File: src/rtl/uart_cmd_parser.sv
// Assembles 5-byte command frames (header, cmd, data hi, data lo, checksum) from the UART byte stream.
// It validates checksum and command range, and drops partial frames after an inter-byte timeout.
module uart_cmd_parser #(
    parameter logic [7:0] HEADER      = 8'h55,
    parameter int          CMD_NUM     = 8,
    parameter int          TIMEOUT_CYC = 200000,
    parameter int          CNT_W       = 18
) (
    input  logic        clk,
    input  logic        rst_n,
    input  logic [7:0]  din,
    input  logic        din_vld,
    output logic [7:0]  cmd,
    output logic [15:0] data,
    output logic        cmd_vld,
    output logic        err,
    output logic [1:0]  err_code
);

    // state | meaning
    // IDLE  | hunting for HEADER, other bytes dropped
    // CMD   | expecting command byte
    // DHI   | expecting data high byte
    // DLO   | expecting data low byte
    // CHK   | expecting checksum byte
    localparam logic [2:0] S_IDLE = 3'd0;
    localparam logic [2:0] S_CMD  = 3'd1;
    localparam logic [2:0] S_DHI  = 3'd2;
    localparam logic [2:0] S_DLO  = 3'd3;
    localparam logic [2:0] S_CHK  = 3'd4;

    localparam logic [CNT_W-1:0] TIMER_LAST = CNT_W'(TIMEOUT_CYC - 1);
    localparam logic [8:0]       CMD_LIM    = 9'(CMD_NUM);

    logic [2:0]       state;
    logic [7:0]       cmd_byte;
    logic [7:0]       data_hi;
    logic [7:0]       data_lo;
    logic [7:0]       csum;
    logic [CNT_W-1:0] timer;
    logic             timeout;
    logic             cmd_ok;

    // An arriving byte always beats the timeout on the same cycle.
    assign timeout = (state != S_IDLE) && !din_vld && (timer == TIMER_LAST);
    assign cmd_ok  = ({1'b0, cmd_byte} < CMD_LIM);

    always_ff @(posedge clk or negedge rst_n) begin
        if (!rst_n) begin
            state    <= S_IDLE;
            cmd_byte <= '0;
            data_hi  <= '0;
            data_lo  <= '0;
            csum     <= '0;
            timer    <= '0;
            cmd      <= '0;
            data     <= '0;
            cmd_vld  <= 1'b0;
            err      <= 1'b0;
            err_code <= 2'b00;
        end else begin
            cmd_vld <= 1'b0;
            err     <= 1'b0;

            if (din_vld || state == S_IDLE || timeout)
                timer <= '0;
            else
                timer <= timer + 1'b1;

            if (timeout) begin
                state    <= S_IDLE;
                err      <= 1'b1;
                err_code <= 2'b10;
            end else if (din_vld) begin
                case (state)
                    S_IDLE: begin
                        if (din == HEADER) begin
                            state <= S_CMD;
                            csum  <= '0;
                        end
                    end
                    S_CMD: begin
                        cmd_byte <= din;
                        csum     <= din;
                        state    <= S_DHI;
                    end
                    S_DHI: begin
                        data_hi <= din;
                        csum    <= csum + din;
                        state   <= S_DLO;
                    end
                    S_DLO: begin
                        data_lo <= din;
                        csum    <= csum + din;
                        state   <= S_CHK;
                    end
                    S_CHK: begin
                        state <= S_IDLE;
                        if (din != csum) begin
                            err      <= 1'b1;
                            err_code <= 2'b01;
                        end else if (!cmd_ok) begin
                            err      <= 1'b1;
                            err_code <= 2'b11;
                        end else begin
                            cmd     <= cmd_byte;
                            data    <= {data_hi, data_lo};
                            cmd_vld <= 1'b1;
                        end
                    end
                    default: state <= S_IDLE;
                endcase
            end
        end
    end

endmodule

File: config.mk
export PLATFORM = sky130hd
export DESIGN_NAME = uart_cmd_parser
export DESIGN_NICKNAME = d
export VERILOG_FILES = /design/src/rtl/uart_cmd_parser.sv
export SDC_FILE = /design/constraint.sdc
export NUM_CORES = 1
export LEC_CHECK = 0
export CAP_MARGIN = 5
export CORE_ASPECT_RATIO = 1.5
export CORE_MARGIN = 2
export CORE_UTILIZATION = 30
export DETAILED_ROUTE_END_ITERATION = 8
export GPL_TIMING_DRIVEN = 0
export PLACE_DENSITY = 0.52
export SETUP_SLACK_MARGIN = 0.02
export SYNTH_ARGS = -nofsm -noshare
export SYNTH_HDL_FRONTEND = slang
export SYNTH_SLANG_ARGS = --single-unit
File: constraint.sdc
create_clock -name clk -period 3 [get_ports clk]
set_input_delay 0.9 -clock clk [delete_from_list [all_inputs] [get_ports clk]]
set_output_delay 0.9 -clock clk [all_outputs]
set_load 0.01 [all_outputs]
==> results_dict.tcl <==
set metrics [dict create \
    rsz0062_at_grt "true" \
    cts_buffer_depth 2 \
    timing.hold.ws_ns 0.476 \
    yosys.area.top_type "dfrtp_1" \
    die_area_um2 13400 \
    worstSetupPathType "in2reg" \
    drc 0 \
    drtIter0Drc 90 \
    grt_pass1_wl_um 13100 \
    antenna_found_initial 0 \
    dpl.hpwl_um 5480 \
    clk_latency_ns 0.33 \
    critPathMaxStageDelay_ns 0.56 \
    port_buffers 38 \
    synth_cell_types 46 \
    clkTransAtPathRegs_ns 0.06 \
    rows 50 \
    initial_core_util_pct 30.3 \
    nNetsFinal 380 \
    cellPowerDensity_nw_per_um2 739 \
    netlist_area_um2 3740 \
    fmax_mhz 346 \
    first_global_vias 2570 \
    max-cap-violations 0 \
    layout_commonest_cell "dfrtp_1" \
    synthToLayoutAreaGrowth_pct 25.2 \
    cts_htree_levels 3 \
    met3WireLength_um 183 \
    hold_viol 0 \
    core_um2 12300 \
    avgSynthCellArea_um2 12.1 \
    vias 2492 \
    finish.utilization_pct 38.0 \
    cts-buffers-inserted 9 \
    synth_edf_count 0 \
    grt_max_degree 46 \
    chipHeight_um 141 \
    cts_tree "done" \
    synth_nets 330 \
    crit_path_top_delay_cell "clkdlybuf4s50_1" \
    setup_viol 0 \
    io_pins 39 \
    period_share_pct 96.3 \
    wl_met1_um 3610 \
    cp_cell_sequence "clkdlybuf4s50_1 > ha_1 > a211oi_2 > nor3_1 > or4_1 > nand4_1 > mux2_2 > o211ai_2" \
    via_per_inst 4.79 \
    finalWirelength_um 7790 \
    synth-seq-cells 81 \
    root_buffer "clkbuf_16" \
    setup_tns_ns 0 \
    worst_slew_pin_slew_ns 0.874 \
    status "complete, no violations" \
    power_mw 3.46 \
    end_kind "flop" \
    yosys_warnings 0 \
    synthArstFlopShare_pct 100 \
    overflow 0 \
    track_usage_pct 12.7 \
    synthDominantCellAreaShare_pct 54.2 \
    wl_met2_um 3860 \
    critPathMaxFanout 6 \
    slew-limit-headroom_pct 41.5 \
    synthTopCellsByArea "dfrtp_1 (54%), mux2_2 (8.4%), mux2_4 (5.6%), ha_1 (2.7%), nand2_1 (2.6%)" \
    diodes 0 \
    ir_drop_mv 0.246 \
    period_needed_ns 2.89 \
    yosysSeqAreaShare_pct 54.2 \
    cts.sinks 81 \
    synth_ff_type "dfrtp_1" \
    drv_slew 0 \
    crit_family "simple AND/OR/NAND/NOR gates" \
    arrival_ns 3.14 \
    hold_class "reg2reg" \
    layout-drive-gt1-share_pct 22.3 \
    post-cts-setup-buffers 0 \
    power.leakage_nw 2.13 \
    syn_inst 310 \
    postCtsHoldBufs 0 \
    place.gp.congestion 0.806 \
    critPathBufInv 1 \
    finClkSkew_ns 0.00746 \
    avgRoutedWirePerCell_um 15.0 \
    drtPass1Iterations 4 \
    antenna_left 0 \
    layout_common_cells "dfrtp_1 (81), clkdlybuf4s50_1 (31), mux2_2 (28)" \
    die_width_um 95.2 \
    top_layer_used "met4" \
    cp.required_ns 3.25 \
    start_kind "input pin" \
]
-- synthesized netlist by cell type, types with 2 or more instances --
library cell / number
xnor2_1: 9
ha_1: 8
xor2_1: 9
a21o_1: 2
o21ai_0: 17
buf_2: 4
and4_1: 2
dfrtp_1: 81
nand3_1: 10
a22oi_1: 6
nor3_1: 6
a2bb2oi_1: 2
and3_1: 5
nand2_1: 26
a21oi_1: 6
mux2_2: 28
nand4_1: 6
nand2b_1: 3
or3_1: 3
inv_1: 4
clkbuf_1: 2
and2_1: 5
mux2_4: 14
nor2b_1: 4
buf_6: 2
nor2_1: 26
-- cell type report --
| cell class | count | area [um2] |
|---|---|---|
| plain buffers | 9 | 57.6 |
| clock buffers | 9 | 225 |
| clock inverters | 6 | 91.3 |
| fillers | 1167 | 7640 |
| inverters | 4 | 15.0 |
| multi-input cells | 216 | 1670 |
| flip-flops and latches | 81 | 2030 |
| well taps | 156 | 195 |
| repair buffers | 39 | 403 |
-- path summary, 6_finish.rpt --
| kind | startpoint | slack (ns) | endpoint | depth (start not counted) |
|---|---|---|---|---|
| max | din[0] | 0.11 | csum[7] | 8 |
| min | timer[0] | 0.48 | timer[0] | 1 |
| max reg2reg | csum[1] | 0.80 | csum[7] | 7 |
| min reg2reg | timer[0] | 0.48 | timer[0] | 1 |
| max in group asynchronous | rst_n | 1.87 | data_hi[1] | 2 |
| min in group asynchronous | rst_n | 0.53 | timer[8] | 1 |
-- cells by family (layout without fill, tap and decap cells) --
kind of cell               after synthesis  count (layout)  synth area share (%)
and+or+nand+nor                        106             106                  15.2
buffers and inverters                   13              67                  1.94
adders and majority gates                9               9                  3.21
muxes                                   42              42                  14.1
xor gates and xnor gates                18              18                  4.22
DFF                                     81              81                  54.2
AOI/OAI and AO/OA                       41              41                  7.23
-- repair_timing --
action / CTS / global route
gates resized for setup: 9 / 5
hold endpoints to repair: 0 / 0
setup endpoints to repair: 15 / 15
-- through the flow --
| step | instances | worst slack, ns | area, um2 |
|---|---|---|---|
| after detailed placement | 505 | -0.466 | 4340 |
| after CTS | 520 | 0.0591 | 4660 |
| after global placement | 504 | -1.97 | 4320 |
| after global routing | 520 | 0.0174 | 4680 |
| after floorplan | 310 | 0.401 | 3740 |
| final | 520 | 0.110 | 4680 |
-- registers in the layout (all words and copies together), names as in the netlist --
signal	cells
cmd	8
err_code	2
data_lo	8
csum	8
state	3
data	16
cmd_vld	1
err	1
timer	18
data_hi	8
cmd_byte	8
-- layer usage --
layer	vias to the layer above	global-route usage, %
li1	1198	-
met1	1252	15.8
met2	30	20.5
met3	12	3.21
met4	0	5.72
met5	-	0
-- report_power, final --
part | internal (mW) | total, mW | switching [mW]
Combinational | 0.420 | 0.869 | 0.449
Sequential | 1.31 | 1.43 | 0.125
Clock | 0.726 | 1.16 | 0.437
Total | 2.45 | 3.46 | 1.01
Note: power is estimated with default switching activity, not from simulation.
